$ cat src/rtl/serial_pattern_tx_pkg.sv
// Shared definitions for the single-bit serial link.
// The transmitter and the receive-side pattern detectors both import this package.
package serial_pkg;

    typedef enum logic [1:0] {
        IDLE  = 2'd0,
        START = 2'd1,
        DATA  = 2'd2,
        STOP  = 2'd3
    } statetype;

    localparam logic IDLE_LEVEL  = 1'b1;
    localparam logic START_LEVEL = 1'b0;

endpackage

$ cat src/rtl/serial_pattern_tx_if.sv
// Parallel word handshake into the serial transmitter.
// The producer drives data/valid and the transmitter answers with ready.
interface serial_pattern_tx_if #(
    parameter int WIDTH = 8
);
    logic [WIDTH-1:0] data;
    logic             valid;
    logic             ready;

    modport master (output data, output valid, input ready);
    modport slave  (input data, input valid, output ready);
endinterface

$ cat src/rtl/serial_pattern_tx_bit_timer.sv
// Per-bit down-counter: loads BIT_CYCLES-1 and counts to 0.
// tick marks the last clock of the current serial bit.
module bit_timer #(
    parameter int BIT_CYCLES = 4
) (
    input  logic clk,
    input  logic reset,
    input  logic load,
    output logic tick
);
    localparam int            TW     = (BIT_CYCLES > 1) ? $clog2(BIT_CYCLES) : 1;
    localparam logic [TW-1:0] RELOAD = TW'(BIT_CYCLES - 1);

    logic [TW-1:0] timer_q, timer_d;

    always_comb begin
        // NOTE: every always_comb output gets a default first so no latch is inferred.
        timer_d = timer_q;
        if (load)
            timer_d = RELOAD;
        else if (timer_q != '0)
            timer_d = timer_q - TW'(1);
    end

    // NOTE: sequential state uses non-blocking assignments so all flops update together.
    always_ff @(posedge clk or negedge reset) begin
        if (!reset)
            timer_q <= '0;
        else
            timer_q <= timer_d;
    end

    assign tick = (timer_q == '0);

endmodule

$ cat src/rtl/serial_pattern_tx.sv
// Serial frame transmitter: start bit (0), WIDTH data bits LSB first, stop bit (1).
// The line idles high and is driven from a register.
module serial_pattern_tx
    import serial_pkg::*;
#(
    parameter int WIDTH      = 8,
    parameter int BIT_CYCLES = 4
) (
    input  logic                 clk,
    input  logic                 reset,
    serial_pattern_tx_if.slave   bus,
    output logic                 a,
    output logic                 busy,
    output logic                 done
);
    localparam int            CW       = $clog2(WIDTH + 1);
    localparam logic [CW-1:0] LAST_BIT = CW'(WIDTH);

    statetype         state_q, state_d;
    logic [WIDTH-1:0] shift_q, shift_d;
    logic [CW-1:0]    cnt_q, cnt_d;
    logic             a_q, a_d;
    logic             tick;
    logic             load;
    logic             accept;

    bit_timer #(.BIT_CYCLES(BIT_CYCLES)) u_bit_timer (
        .clk   (clk),
        .reset (reset),
        .load  (load),
        .tick  (tick)
    );

    assign bus.ready = (state_q == IDLE);
    assign accept    = bus.valid && bus.ready;

    always_comb begin
        state_d = state_q;
        shift_d = shift_q;
        cnt_d   = cnt_q;
        load    = 1'b0;
        case (state_q)
            IDLE: begin
                if (accept) begin
                    state_d = START;
                    shift_d = bus.data;
                    cnt_d   = '0;
                    load    = 1'b1;
                end
            end
            START: begin
                if (tick) begin
                    state_d = DATA;
                    load    = 1'b1;
                end
            end
            DATA: begin
                if (tick) begin
                    shift_d = shift_q >> 1;
                    cnt_d   = cnt_q + CW'(1);
                    load    = 1'b1;
                    if (cnt_d == LAST_BIT)
                        state_d = STOP;
                end
            end
            STOP: begin
                if (tick)
                    state_d = IDLE;
            end
            default: state_d = IDLE;
        endcase
    end

    // The line level is chosen from the next state so a lands in the same edge as the state change.
    always_comb begin
        case (state_d)
            START:   a_d = START_LEVEL;
            DATA:    a_d = shift_d[0];
            default: a_d = IDLE_LEVEL;
        endcase
    end

    always_ff @(posedge clk or negedge reset) begin
        if (!reset) begin
            state_q <= IDLE;
            // NOTE: the shift register is cleared on reset so an aborted frame leaves no residue.
            shift_q <= '0;
            cnt_q   <= '0;
            a_q     <= IDLE_LEVEL;
        end else begin
            state_q <= state_d;
            shift_q <= shift_d;
            cnt_q   <= cnt_d;
            a_q     <= a_d;
        end
    end

    assign a    = a_q;
    assign busy = (state_q != IDLE);
    assign done = (state_q == STOP) && tick;

endmodule

$ cat src/flat_wrapper.sv
// flat-port wrapper written by rule: the top's interface ports become plain ports
module serial_pattern_tx_flat import serial_pkg::*;
#(
    parameter int WIDTH      = 8,
    parameter int BIT_CYCLES = 4
)
  (clk, reset, a, busy, done, bus_data, bus_valid, bus_ready);
  serial_pattern_tx_if #(.WIDTH(WIDTH)) bus_i ();
  input  logic clk;
  input  logic reset;
  output logic a;
  output logic busy;
  output logic done;
  input wire logic [$bits(bus_i.data)-1:0] bus_data;
  input wire logic [$bits(bus_i.valid)-1:0] bus_valid;
  output wire logic [$bits(bus_i.ready)-1:0] bus_ready;
  assign bus_i.data = bus_data;
  assign bus_i.valid = bus_valid;
  assign bus_ready = bus_i.ready;
  serial_pattern_tx #(.WIDTH(WIDTH), .BIT_CYCLES(BIT_CYCLES)) u_core (.clk(clk), .reset(reset), .bus(bus_i), .a(a), .busy(busy), .done(done));
endmodule
$ cat config.mk
export PLATFORM = sky130hd
export DESIGN_NAME = serial_pattern_tx_flat
export DESIGN_NICKNAME = d
export VERILOG_FILES = /design/src/rtl/serial_pattern_tx_pkg.sv /design/src/rtl/serial_pattern_tx_if.sv /design/src/rtl/serial_pattern_tx_bit_timer.sv /design/src/rtl/serial_pattern_tx.sv /design/src/flat_wrapper.sv
export SDC_FILE = /design/constraint.sdc
export NUM_CORES = 1
export LEC_CHECK = 0
export CAP_MARGIN = 20
export CORE_ASPECT_RATIO = 1.25
export CORE_MARGIN = 2
export CORE_UTILIZATION = 48
export DETAILED_ROUTE_END_ITERATION = 6
export PLACE_DENSITY = 0.74
export SYNTH_ARGS = -nofsm -noshare
export SYNTH_HDL_FRONTEND = slang
export SYNTH_SLANG_ARGS = --single-unit
$ cat constraint.sdc
create_clock -name clk -period 1.6 [get_ports clk]
set_input_delay 0.24 -clock clk [delete_from_list [all_inputs] [get_ports clk]]
set_output_delay 0.24 -clock clk [all_outputs]
set_load 0.01 [all_outputs]
==> impl_metrics.prom, run 1 <==
# TYPE chip_impl_metric gauge
chip_impl_metric{name="dp_slack",unit="ns"} -0.0927
chip_impl_metric{name="drc",unit=""} 0
chip_impl_metric{name="dpl-instance-area",unit="sq mm"} 0.00131
chip_impl_metric{name="regToRegSetupSlack",unit="ns"} -0.04
chip_impl_metric{name="synth_simple_gate_area_share",unit="%"} 18.5
chip_impl_metric{name="critPathArrivalTime",unit="ns"} 1.88
chip_impl_metric{name="globalRouteOverflowTotal",unit=""} 0
chip_impl_metric{name="setup_viol",unit=""} 4
chip_impl_metric{name="grt_pass1_wl",unit="um"} 3950
chip_impl_metric{name="worst_r2r_path_depth",unit=""} 7
chip_impl_metric{name="core_area",unit="sq mm"} 0.00203
chip_impl_metric{name="design.die.area",unit="sq mm"} 0.00258
chip_impl_info{name="most_frequently_used_flop_master_after_synthesis",value="sky130_fd_sc_hd__dfrtp_1"} 1
chip_impl_info{name="critical_path.reg2reg.endpoint",value="u_core.a$_DFF_PN1_"} 1
chip_impl_metric{name="top_achievable_clock_speed",unit="MHz"} 610
chip_impl_metric{name="cts_inserted_buffers",unit=""} 3
chip_impl_metric{name="cts.sink_count",unit=""} 17
chip_impl_metric{name="netlist-cell-type-count",unit=""} 36
chip_impl_metric{name="nNetsFinal",unit=""} 165
chip_impl_metric{name="multi_input_area",unit="sq um"} 693
chip_impl_metric{name="wirelength",unit="um"} 2530
chip_impl_metric{name="first_global_vias",unit=""} 986
chip_impl_metric{name="synth_seq_area_share",unit="%"} 40.6
chip_impl_metric{name="mux_cell_area_share_after_synthesis",unit="%"} 1.43
chip_impl_metric{name="synth_fp_nets",unit=""} 126
chip_impl_metric{name="maxSlewViolCount",unit=""} 0
chip_impl_metric{name="grt_max_degree",unit=""} 18
chip_impl_info{name="result_of_the_run",value="finished with violations"} 1
chip_impl_metric{name="slew_of_the_pin_with_the_lowest_slew_margin",unit="ns"} 0.288
chip_impl_metric{name="initial_utilization",unit="%"} 51.9
chip_impl_metric{name="synth_enable_flop_cells",unit=""} 0
chip_impl_metric{name="fin_skew",unit="ns"} 0.0100
chip_impl_metric{name="route.detailed.vias_per_inst",unit=""} 5.84
chip_impl_metric{name="compound_cell_area_share_of_the_yosys_netlist",unit="%"} 23.9
chip_impl_info{name="synth_top_cells_by_count",value="16 x sky130_fd_sc_hd__dfrtp_1, 12 x sky130_fd_sc_hd__nor2_1, 9 x sky130_fd_sc_hd__inv_1, 8 x sky130_fd_sc_hd__a21oi_1"} 1
chip_impl_metric{name="io-pin-count",unit=""} 15
chip_impl_metric{name="netlist.area_leader.share",unit="%"} 38.1
chip_impl_metric{name="timing.critical_path.fanout_max",unit=""} 5
chip_impl_metric{name="via_count",unit=""} 975
chip_impl_metric{name="hpwl",unit="um"} 1630
chip_impl_metric{name="irDropWorstVdd",unit="V"} 0.00140
chip_impl_metric{name="synthCells",unit=""} 109
chip_impl_metric{name="clkLatencyLatePin",unit="ns"} 0.30
chip_impl_metric{name="post_drt_wl_per_cell",unit="um"} 15.1
chip_impl_info{name="root_buffer",value="sky130_fd_sc_hd__clkbuf_4"} 1
chip_impl_metric{name="asyncSetResetFlopFracSynth",unit="%"} 100
chip_impl_metric{name="gpl.final_weighted_congestion",unit=""} 0.813
chip_impl_info{name="violations_in_the_final_reports",value="negative setup slack"} 1
chip_impl_metric{name="die_width",unit="um"} 45.9
chip_impl_metric{name="drive_above_1_share",unit="%"} 42.2
chip_impl_metric{name="timing.final.crit_period",unit="ns"} 1.64
chip_impl_info{name="worst-setup-path-type",value="register to register"} 1
chip_impl_info{name="hp-class",value="primary input to asynchronous set/reset pin"} 1
chip_impl_metric{name="num_antenna_cells",unit=""} 0
chip_impl_metric{name="reg_area",unit="sq um"} 427
chip_impl_metric{name="timing.max_cap.violations",unit=""} 0
chip_impl_info{name="synth_top_cell_by_area",value="sky130_fd_sc_hd__dfrtp_1"} 1
chip_impl_metric{name="port_buffers",unit=""} 14
chip_impl_metric{name="synth_area",unit="sq mm"} 0.00105
chip_impl_metric{name="cts_max_level",unit=""} 1
chip_impl_metric{name="final_ws_setup",unit="ns"} -0.0403
chip_impl_metric{name="power.density_cell_area",unit="mW/mm^2"} 2210
chip_impl_info{name="rsz_0062_raised_after_global_routing",value="yes"} 1
chip_impl_info{name="critical_path.startpoint_type",value="register"} 1
chip_impl_metric{name="yosys.area_share.xor_xnor",unit="%"} 0
chip_impl_metric{name="fill_cells",unit=""} 143
chip_impl_info{name="worstSetupEndpointType",value="register"} 1
chip_impl_metric{name="ant_nets",unit=""} 0
chip_impl_info{name="rr_startpoint",value="u_core.state_q[0]$_DFF_PN0_"} 1
chip_impl_metric{name="max_slew_margin",unit="%"} 80.5
chip_impl_metric{name="final_hold_viol_count",unit=""} 0
chip_impl_metric{name="ys_ff_latch",unit=""} 17
chip_impl_metric{name="required_time_worst_endpoint",unit="ns"} 1.84
chip_impl_info{name="yosys.cell_count.top_type",value="sky130_fd_sc_hd__dfrtp_1"} 1
chip_impl_info{name="netlist_top_cells_area",value="sky130_fd_sc_hd__dfrtp_1 38%, sky130_fd_sc_hd__ha_1 7.1%, sky130_fd_sc_hd__a22oi_1 4.3%, sky130_fd_sc_hd__buf_6 4.3%, sky130_fd_sc_hd__nor2_1 4.3%"} 1
chip_impl_info{name="synth_top_family_by_area",value="compound AO/OA/AOI/OAI gates"} 1
chip_impl_metric{name="initial_drc_count",unit=""} 11
chip_impl_metric{name="syn-mean-instance-area",unit="sq um"} 9.64
chip_impl_metric{name="design_area",unit="sq mm"} 0.00158
chip_impl_metric{name="cts.reportedPaths.clkPinSlew",unit="ns"} 0.10
chip_impl_metric{name="num_rows",unit=""} 18
chip_impl_metric{name="total_routing_usage_gr",unit="%"} 20.4
chip_impl_metric{name="cts.path.max_buffers",unit=""} 2
chip_impl_info{name="tritoncts",value="done"} 1
chip_impl_metric{name="area_delta_synth_final",unit="%"} 50.5
chip_impl_metric{name="detailedRoute.firstPassIterationCount",unit=""} 4
chip_impl_metric{name="die_span_y",unit="um"} 56.3
chip_impl_metric{name="grt_antenna_before_repair",unit=""} 0
chip_impl_metric{name="timing.final.crit_share",unit="%"} 103
chip_impl_metric{name="power.static_leakage",unit="nW"} 0.721
chip_impl_metric{name="synth_adder_area_share",unit="%"} 7.14
chip_impl_metric{name="synth_warnings",unit=""} 0
## registers in the layout, summed over array words and instances (netlist names)
register and flops:
u_core.cnt_q 4, u_core.u_bit_timer.timer_q 2, u_core.a 1, u_core.shift_q 8
u_core.state_q 2
## layout make-up
class | count | share of cell area, %
inverters | 9 | 2.14
repair buffers | 40 | 23.7
clock inverters | 1 | 0.316
flip-flops and latches | 17 | 27.0
well taps | 20 | 1.58
multi-input cells | 77 | 43.8
clock buffers | 3 | 1.42
## per-stage QoR
step	power [mW]	util [%]	TNS (ns)	instances	hold slack, ns
2_1_floorplan	1.91	-	-0.0444	109	-0.0556
3_3_place_gp	2.36	64.6	-0.324	155	0.508
3_5_place_dp	2.42	64.6	-0.650	155	0.519
4_1_cts	2.94	71.2	-0.133	165	0.263
5_1_grt	3.76	78.0	-0.779	167	0.259
6_report	3.49	78.0	-0.0768	167	0.252
## critical path, stage by stage (launching register included)
cell	delay (ns)
sky130_fd_sc_hd__dfrtp_1	0.42
sky130_fd_sc_hd__inv_2	0.08
sky130_fd_sc_hd__buf_6	0.12
sky130_fd_sc_hd__ha_4	0.17
sky130_fd_sc_hd__or2_4	0.25
sky130_fd_sc_hd__o22ai_4	0.18
sky130_fd_sc_hd__o221ai_2	0.11
sky130_fd_sc_hd__mux2_4	0.26
## worst max path at each step
stage                                 from                             to  slack [ns]  cells past startpoint
6_report       u_core.state_q[0]$_DFF_PN0_             u_core.a$_DFF_PN1_       -0.04                      7
5_1_grt        u_core.state_q[0]$_DFF_PN0_             u_core.a$_DFF_PN1_       -0.11                      7
4_1_cts        u_core.state_q[0]$_DFF_PN0_             u_core.a$_DFF_PN1_       -0.09                      7
3_5_place_dp   u_core.state_q[0]$_DFF_PN0_  u_core.shift_q[5]$_DFFE_PN0P_       -0.09                      7
3_3_place_gp   u_core.state_q[1]$_DFF_PN0_             u_core.a$_DFF_PN1_       -0.04                      6
2_1_floorplan  u_core.state_q[0]$_DFF_PN0_             u_core.a$_DFF_PN1_       -0.04                      7
## placed cells by master (no fill, tap or decap), drive strengths merged, types with 5 or more instances in the layout
cell	n
o21ai	5
nor2	12
dfrtp	16
ha	6
inv	9
a22oi	7
a21oi	8
nand3	5
buf	25
clkdlybuf4s50	10
## where the power goes
part / leakage, nW / switching, mW / internal (mW)
clock: 0.0177 / 0.138 / 0.0932
combinational: 0.492 / 1.13 / 1.34
sequential: 0.211 / 0.167 / 0.625
total: 0.721 / 1.44 / 2.05
## kinds of logic (layout without fill, tap and decap cells)
logic type / Yosys count / count (layout)
AO/OA/AOI/OAI: 34 / 34
adder cells (fa/ha/maj): 6 / 6
buffers and inverters: 15 / 53
flip-flops: 17 / 17
multiplexers: 1 / 1
AND/OR/NAND/NOR: 36 / 36
## routing by layer
metal  vias up  wire length, um  GRT usage [%]
met4         0               33           6.12
met1       482             1020           22.8
met3         4               65           2.89
met5         -                0              0
met2        24             1410           37.3
li1        465                -              -
## what timing repair did
action	CTS	global route
hold buffers	0	0
buffers inserted	6	2
gates cloned	0	1
pin swaps	3	7
endpoints found under the hold margin	0	0
gates resized for setup	20	27
endpoints found under the setup margin	14	18
Note: power is estimated with default switching activity, not from simulation.
==> run 2: changes to the inputs <==
--- a/config.mk
+++ b/config.mk
@@ -7,8 +7,9 @@
 export LEC_CHECK = 0
 export CAP_MARGIN = 20
 export CORE_ASPECT_RATIO = 1.25
-export CORE_MARGIN = 2
+export CORE_MARGIN = 3
 export CORE_UTILIZATION = 48
+export CTS_CLUSTER_SIZE = 28
 export DETAILED_ROUTE_END_ITERATION = 6
 export PLACE_DENSITY = 0.74
 export SYNTH_ARGS = -nofsm -noshare
==> constraint.sdc (replaced) <==
create_clock -name clk -period 1.5 [get_ports clk]
set_input_delay 0.225 -clock clk [delete_from_list [all_inputs] [get_ports clk]]
set_output_delay 0.225 -clock clk [all_outputs]
set_load 0.01 [all_outputs]
==> run 2 against run 1 <==
  * The run still ends with negative setup slack left
  * Non-clock buffer count unchanged
  * Clock power increased by 3%
  * Utilization increased by 1.7 points
  * Critical endpoint unchanged
  * Register-to-register slack got worse by 0.17 ns
  * Die area increased by 8.1%
  * Largest power group unchanged
  * Global-route usage decreased by 1.3 points
  * Via count decreased by 2.6%
  * Highest routed layer unchanged
==> impl_metrics.prom, run 2 (synthesis results as in run 1) <==
# TYPE chip_impl_metric gauge
chip_impl_info{name="result_of_the_run",value="finished with violations"} 1
chip_impl_info{name="violations_in_the_final_reports",value="negative setup slack"} 1
chip_impl_metric{name="fin_skew",unit="ns"} 0.000901
chip_impl_info{name="layout_common_cells",value="18 x sky130_fd_sc_hd__buf_4, 16 x sky130_fd_sc_hd__dfrtp_1, 10 x sky130_fd_sc_hd__clkdlybuf4s50_1"} 1
chip_impl_metric{name="max_slew_margin",unit="%"} 81.3
chip_impl_metric{name="initial_utilization",unit="%"} 51.9
chip_impl_metric{name="drive_above_1_share",unit="%"} 47.6
chip_impl_info{name="timing.critical_path.cells",value="buf_6, inv_6, ha_4, and4b_1, o22ai_2, or2_1, mux2_4"} 1
chip_impl_metric{name="gpl.final_weighted_congestion",unit=""} 0.819
chip_impl_metric{name="clkLatencyLatePin",unit="ns"} 0.28
chip_impl_metric{name="critPathArrivalTime",unit="ns"} 1.93
chip_impl_metric{name="required_time_worst_endpoint",unit="ns"} 1.72
chip_impl_metric{name="post_drt_wl_per_cell",unit="um"} 15.3
chip_impl_metric{name="power.density_cell_area",unit="mW/mm^2"} 2330
chip_impl_metric{name="final_standard_cell_utilization_of_the_core",unit="%"} 79.8
chip_impl_metric{name="design_area",unit="sq mm"} 0.00162
chip_impl_info{name="hp-class",value="primary input to asynchronous set/reset pin"} 1
chip_impl_metric{name="wirelength",unit="um"} 2560
chip_impl_metric{name="max_stage_delay",unit="ns"} 0.42
chip_impl_metric{name="via_count",unit=""} 950
chip_impl_info{name="critical_path.startpoint_type",value="register"} 1
chip_impl_metric{name="port_buffers",unit=""} 14
chip_impl_metric{name="power.static_leakage",unit="nW"} 0.732
chip_impl_metric{name="largest_reg_flops",unit=""} 8
chip_impl_metric{name="dp_slack",unit="ns"} -0.151
chip_impl_metric{name="top_achievable_clock_speed",unit="MHz"} 585
chip_impl_metric{name="die_span_y",unit="um"} 58.3
chip_impl_metric{name="slew_of_the_pin_with_the_lowest_slew_margin",unit="ns"} 0.278
chip_impl_metric{name="area_delta_synth_final",unit="%"} 53.8
chip_impl_metric{name="final_ws_setup",unit="ns"} -0.210
chip_impl_info{name="max_stage_delay_cell_worst_path",value="sky130_fd_sc_hd__dfrtp_1"} 1
chip_impl_metric{name="num_antenna_cells",unit=""} 0
chip_impl_metric{name="holdBufCountCts",unit=""} 0
chip_impl_info{name="layout_commonest_cell",value="sky130_fd_sc_hd__buf_4"} 1
chip_impl_metric{name="dpl-instance-area",unit="sq mm"} 0.00134
chip_impl_metric{name="maxSlewViolCount",unit=""} 0
chip_impl_metric{name="non_filler_instances",unit=""} 167
chip_impl_metric{name="die_width",unit="um"} 47.9
chip_impl_metric{name="route.detailed.vias_per_inst",unit=""} 5.69
chip_impl_metric{name="regToRegSetupSlack",unit="ns"} -0.21
chip_impl_metric{name="grt_max_degree",unit=""} 18
chip_impl_metric{name="setup_viol",unit=""} 15
chip_impl_metric{name="initial_drc_count",unit=""} 8
chip_impl_info{name="tritoncts",value="done"} 1
chip_impl_metric{name="total_power",unit="mW"} 3.76
chip_impl_metric{name="timing.max_cap.violations",unit=""} 0
chip_impl_metric{name="detailedRoute.firstPassIterationCount",unit=""} 4
chip_impl_info{name="largest_registers",value="u_core.shift_q x8, u_core.cnt_q x4"} 1
chip_impl_metric{name="fill_cells",unit=""} 134
chip_impl_metric{name="design.die.area",unit="sq mm"} 0.00279
chip_impl_metric{name="cts_max_level",unit=""} 1
chip_impl_metric{name="place.detailed.instances",unit=""} 156
chip_impl_metric{name="grt_pass1_wl",unit="um"} 3840
chip_impl_metric{name="hpwl",unit="um"} 1680
chip_impl_metric{name="reg_area",unit="sq um"} 427
chip_impl_metric{name="ant_nets",unit=""} 0
chip_impl_metric{name="grt_antenna_before_repair",unit=""} 0
chip_impl_metric{name="timing.hold.ws",unit="ns"} 0.257
chip_impl_metric{name="cts.path.max_buffers",unit=""} 2
chip_impl_info{name="root_buffer",value="sky130_fd_sc_hd__clkbuf_4"} 1
chip_impl_info{name="worstSetupEndpointType",value="register"} 1
chip_impl_metric{name="final_hold_viol_count",unit=""} 0
chip_impl_metric{name="core_area",unit="sq mm"} 0.00203
chip_impl_metric{name="num_rows",unit=""} 18
chip_impl_info{name="regMostFlops",value="u_core.shift_q"} 1
chip_impl_metric{name="cts.sink_count",unit=""} 17
chip_impl_metric{name="total_routing_usage_gr",unit="%"} 19.0
chip_impl_metric{name="cts_inserted_buffers",unit=""} 3
chip_impl_metric{name="irDropWorstVdd",unit="V"} 0.00181
chip_impl_metric{name="worst_r2r_path_depth",unit=""} 7
chip_impl_metric{name="timing.setup.tns",unit="ns"} -1.33
chip_impl_metric{name="cts.reportedPaths.clkPinSlew",unit="ns"} 0.09
chip_impl_metric{name="timing.final.crit_period",unit="ns"} 1.71
chip_impl_metric{name="nNetsFinal",unit=""} 165
chip_impl_metric{name="timing.critical_path.fanout_max",unit=""} 8
chip_impl_metric{name="globalRouteOverflowTotal",unit=""} 0
chip_impl_metric{name="timing.final.crit_share",unit="%"} 114
chip_impl_metric{name="first_global_vias",unit=""} 945
chip_impl_info{name="rsz_0062_raised_after_global_routing",value="yes"} 1
chip_impl_metric{name="io-pin-count",unit=""} 15
chip_impl_info{name="worst-setup-path-type",value="register to register"} 1
chip_impl_metric{name="drc",unit=""} 0
chip_impl_metric{name="multi_input_area",unit="sq um"} 724
[run 2: layout make-up]
cell class	instances	share of cell area, %
Tap cell	20	1.55
Timing Repair Buffer	40	23.1
Sequential cell	17	26.4
Clock buffer	4	1.63
Inverter	9	2.55
Multi-Input combinational cell	77	44.8
[run 2: final timing paths]
| kind | to | startpoint |
|---|---|---|
| hold reg to reg | u_core.shift_q[7]$_DFFE_PN0P_ | u_core.shift_q[7]$_DFFE_PN0P_ |
| setup / recovery | u_core.a$_DFF_PN1_ | u_core.state_q[0]$_DFF_PN0_ |
| max in group asynchronous | u_core.a$_DFF_PN1_ | reset |
| setup reg to reg | u_core.a$_DFF_PN1_ | u_core.state_q[0]$_DFF_PN0_ |
| hold / removal | u_core.shift_q[2]$_DFFE_PN0P_ | reset |
| min in group clk | u_core.shift_q[7]$_DFFE_PN0P_ | bus_data[7] |
[run 2: worst max-delay path, delay by kind of cell (launching register included)]
kind | cells | cell delay, ns
simple gates | 2 | 0.51
flops | 1 | 0.42
mux | 1 | 0.27
fa+ha+maj | 1 | 0.18
buf+inv | 2 | 0.17
compound gates | 1 | 0.10
[run 2: what timing repair did]
action / in CTS / in global routing
setup endpoints to repair: 17 / 17
resized for setup: 39 / 24
setup buffers: 5 / 2
endpoints found under the hold margin: 0 / 0
pin swaps: 6 / 4
[run 2: metal layers]
layer	track usage [%]	vias to the layer above	share of wire (%)
met5	0	-	0
met4	8.46	0	1.4
met3	3.06	4	3.6
met2	33.1	26	57
met1	21.8	457	38
li1	-	463	-
[run 2: where the power goes]
group          internal, mW  switching, mW
clock network         0.103          0.136
logic                  1.42           1.26
registers             0.667          0.179
==> run 3: changes to the inputs <==
--- a/config.mk
+++ b/config.mk
@@ -11,7 +11,8 @@
 export CORE_UTILIZATION = 48
 export CTS_CLUSTER_SIZE = 28
 export DETAILED_ROUTE_END_ITERATION = 6
-export PLACE_DENSITY = 0.74
+export PLACE_DENSITY = 0.72
+export SETUP_SLACK_MARGIN = 0.1
 export SYNTH_ARGS = -nofsm -noshare
 export SYNTH_HDL_FRONTEND = slang
 export SYNTH_SLANG_ARGS = --single-unit
==> run 3 against run 2 <==
  * The run still ends with negative setup slack left
  * Critical endpoint unchanged
  * Register-to-register slack improved by 0.05 ns
  * Cell count rose by 1.2%
  * Clock-buffer cell count did not move
  * Die area did not move
  * Critical path depth did not move
  * Critical path type unchanged
  * Flip-flop and latch count did not move
  * Global-route usage rose by 1.0 points
  * Sequential power fell by 3.9%
  * Clock power rose by 3%
  * Combinational power barely moved
  * First-iteration DRC count rose by 130%
  * Fmax rose by 3.2%
==> impl_metrics.prom, run 3 (synthesis results as in run 1) <==
# TYPE chip_impl_metric gauge
chip_impl_info{name="result_of_the_run",value="finished with violations"} 1
chip_impl_info{name="violations_in_the_final_reports",value="negative setup slack"} 1
chip_impl_metric{name="multi_input_area",unit="sq um"} 741
chip_impl_metric{name="cts.sink_count",unit=""} 17
chip_impl_metric{name="critPathArrivalTime",unit="ns"} 1.89
chip_impl_metric{name="timing.final.crit_share",unit="%"} 110
chip_impl_metric{name="max_slew_margin",unit="%"} 85.2
chip_impl_metric{name="final_ws_setup",unit="ns"} -0.156
chip_impl_metric{name="grt_antenna_before_repair",unit=""} 0
chip_impl_metric{name="maxSlewViolCount",unit=""} 0
chip_impl_metric{name="initial_utilization",unit="%"} 51.9
chip_impl_metric{name="total_routing_usage_gr",unit="%"} 20.0
chip_impl_info{name="root_buffer",value="sky130_fd_sc_hd__clkbuf_4"} 1
chip_impl_metric{name="cts.reportedPaths.clkPinSlew",unit="ns"} 0.10
chip_impl_info{name="regMostFlops",value="u_core.shift_q"} 1
chip_impl_info{name="rsz_0062_raised_after_global_routing",value="yes"} 1
chip_impl_metric{name="top_achievable_clock_speed",unit="MHz"} 604
chip_impl_info{name="tritoncts",value="done"} 1
chip_impl_metric{name="timing.critical_path.fanout_max",unit=""} 6
chip_impl_metric{name="first_global_vias",unit=""} 963
chip_impl_metric{name="cts_inserted_buffers",unit=""} 3
chip_impl_metric{name="hpwl",unit="um"} 1760
chip_impl_metric{name="slew_of_the_pin_with_the_lowest_slew_margin",unit="ns"} 0.221
chip_impl_metric{name="ant_nets",unit=""} 0
chip_impl_metric{name="fill_cells",unit=""} 119
chip_impl_info{name="critical_path.startpoint_type",value="register"} 1
chip_impl_info{name="timing.critical_path.cells",value="buf_6, inv_6, ha_4, and4b_1, o22ai_4, or2_1, mux2_4"} 1
chip_impl_metric{name="initial_drc_count",unit=""} 18
chip_impl_metric{name="via_count",unit=""} 958
chip_impl_metric{name="timing.final.crit_period",unit="ns"} 1.66
chip_impl_metric{name="grt_max_degree",unit=""} 18
chip_impl_metric{name="wirelength",unit="um"} 2600
chip_impl_metric{name="area_delta_synth_final",unit="%"} 55.4
chip_impl_metric{name="timing.max_cap.violations",unit=""} 0
chip_impl_metric{name="required_time_worst_endpoint",unit="ns"} 1.73
chip_impl_metric{name="final_standard_cell_utilization_of_the_core",unit="%"} 80.6
chip_impl_metric{name="port_buffers",unit=""} 14
chip_impl_metric{name="detailedRoute.firstPassIterationCount",unit=""} 4
chip_impl_metric{name="setup_viol",unit=""} 12
chip_impl_info{name="largest_registers",value="u_core.shift_q x8, u_core.cnt_q x4"} 1
chip_impl_metric{name="power.static_leakage",unit="nW"} 0.734
chip_impl_metric{name="grt_pass1_wl",unit="um"} 4060
chip_impl_metric{name="cp.buffers_inverters",unit=""} 2
chip_impl_metric{name="route.detailed.vias_per_inst",unit=""} 5.67
chip_impl_metric{name="cts_max_level",unit=""} 1
chip_impl_metric{name="final_hold_viol_count",unit=""} 0
chip_impl_metric{name="design.die.area",unit="sq mm"} 0.00279
chip_impl_metric{name="core_area",unit="sq mm"} 0.00203
chip_impl_metric{name="clkLatencyLatePin",unit="ns"} 0.29
chip_impl_info{name="cp_top_family",value="simple AND/OR/NAND/NOR gates"} 1
chip_impl_info{name="worst-setup-path-type",value="register to register"} 1
chip_impl_metric{name="power.density_cell_area",unit="mW/mm^2"} 2310
chip_impl_metric{name="irDropWorstVdd",unit="V"} 0.00142
chip_impl_info{name="worstSetupEndpointType",value="register"} 1
chip_impl_metric{name="die_width",unit="um"} 47.9
chip_impl_metric{name="max_stage_delay",unit="ns"} 0.38
chip_impl_info{name="max_stage_delay_cell_worst_path",value="sky130_fd_sc_hd__dfrtp_1"} 1
chip_impl_metric{name="drc",unit=""} 0
chip_impl_metric{name="post_drt_wl_per_cell",unit="um"} 15.4
chip_impl_info{name="layout_commonest_cell",value="sky130_fd_sc_hd__buf_4"} 1
chip_impl_metric{name="largest_reg_flops",unit=""} 8
chip_impl_metric{name="cts.path.max_buffers",unit=""} 2
chip_impl_metric{name="num_antenna_cells",unit=""} 0
chip_impl_metric{name="drive_above_1_share",unit="%"} 48.3
chip_impl_info{name="layout_common_cells",value="21 x sky130_fd_sc_hd__buf_4, 16 x sky130_fd_sc_hd__dfrtp_1, 10 x sky130_fd_sc_hd__clkdlybuf4s50_1"} 1
chip_impl_metric{name="globalRouteOverflowTotal",unit=""} 0
chip_impl_metric{name="num_rows",unit=""} 18
chip_impl_metric{name="io-pin-count",unit=""} 15
chip_impl_info{name="hp-class",value="primary input to asynchronous set/reset pin"} 1
chip_impl_metric{name="die_span_y",unit="um"} 58.3
chip_impl_metric{name="total_power",unit="mW"} 3.76
chip_impl_metric{name="reg_area",unit="sq um"} 427
chip_impl_metric{name="timing.hold.ws",unit="ns"} 0.251
chip_impl_metric{name="gpl.final_weighted_congestion",unit=""} 0.851
chip_impl_metric{name="fin_skew",unit="ns"} 0.00592
chip_impl_metric{name="nNetsFinal",unit=""} 167
==> run 3: changes by cell type in the layout (fill, tap and decap cells not counted), sizes merged <==
cell	previous run	this run
dlygate4sd2	2	1
buf	28	31
==> run 3: stage by stage <==
step,TNS (ns),instances,worst slack (ns),instance area (sq um)
global route,-1.34,169,-0.200,1630
finish,-0.511,169,-0.156,1630
detailed placement,-1.15,156,-0.163,1340
global placement,-0.733,156,-0.115,1340
floorplan,-0.308,109,-0.106,1090
CTS,-0.431,168,-0.126,1540
==> run 3: final timing paths <==
check,start,endpoint,slack (ns),depth (start not counted)
min in group clk,bus_data[7],u_core.shift_q[7]$_DFFE_PN0P_,0.48,3
setup / recovery,u_core.state_q[0]$_DFF_PN0_,u_core.a$_DFF_PN1_,-0.16,7
max in group asynchronous,reset,u_core.a$_DFF_PN1_,1.00,2
setup reg to reg,u_core.state_q[0]$_DFF_PN0_,u_core.a$_DFF_PN1_,-0.16,7
hold / removal,reset,u_core.shift_q[5]$_DFFE_PN0P_,0.25,2
hold reg to reg,u_core.shift_q[7]$_DFFE_PN0P_,u_core.shift_q[7]$_DFFE_PN0P_,0.54,2
==> run 3: final cells by class <==
cell class                 count  area share (%)
multi-input combinational     77            45.4
clock buffer                   4            1.61
sequential                    17            26.1
inverter                       9            2.68
timing repair buffer          42            22.7
tap                           20            1.53
==> run 3: routing by layer <==
layer / GRT usage, % / up-vias / part of all wire, %
li1: - / 464 / -
met1: 22.7 / 471 / 42
met2: 36.9 / 18 / 54
met3: 1.83 / 5 / 2.5
met4: 6.92 / 0 / 1.5
met5: 0 / - / 0
==> run 3: repair_timing <==
| item | in CTS | in global routing |
|---|---|---|
| setup buffers | 8 | 1 |
| resized for setup | 41 | 24 |
| endpoints found under the setup margin | 20 | 20 |
| hold buffers | 0 | 0 |
| pin swaps | 7 | 8 |
==> run 3: report_power, final <==
group	switching, mW	internal, mW	total (mW)
sequential	0.146	0.667	0.813
combinational	1.27	1.44	2.71
clock	0.142	0.104	0.245
total	1.55	2.21	3.76
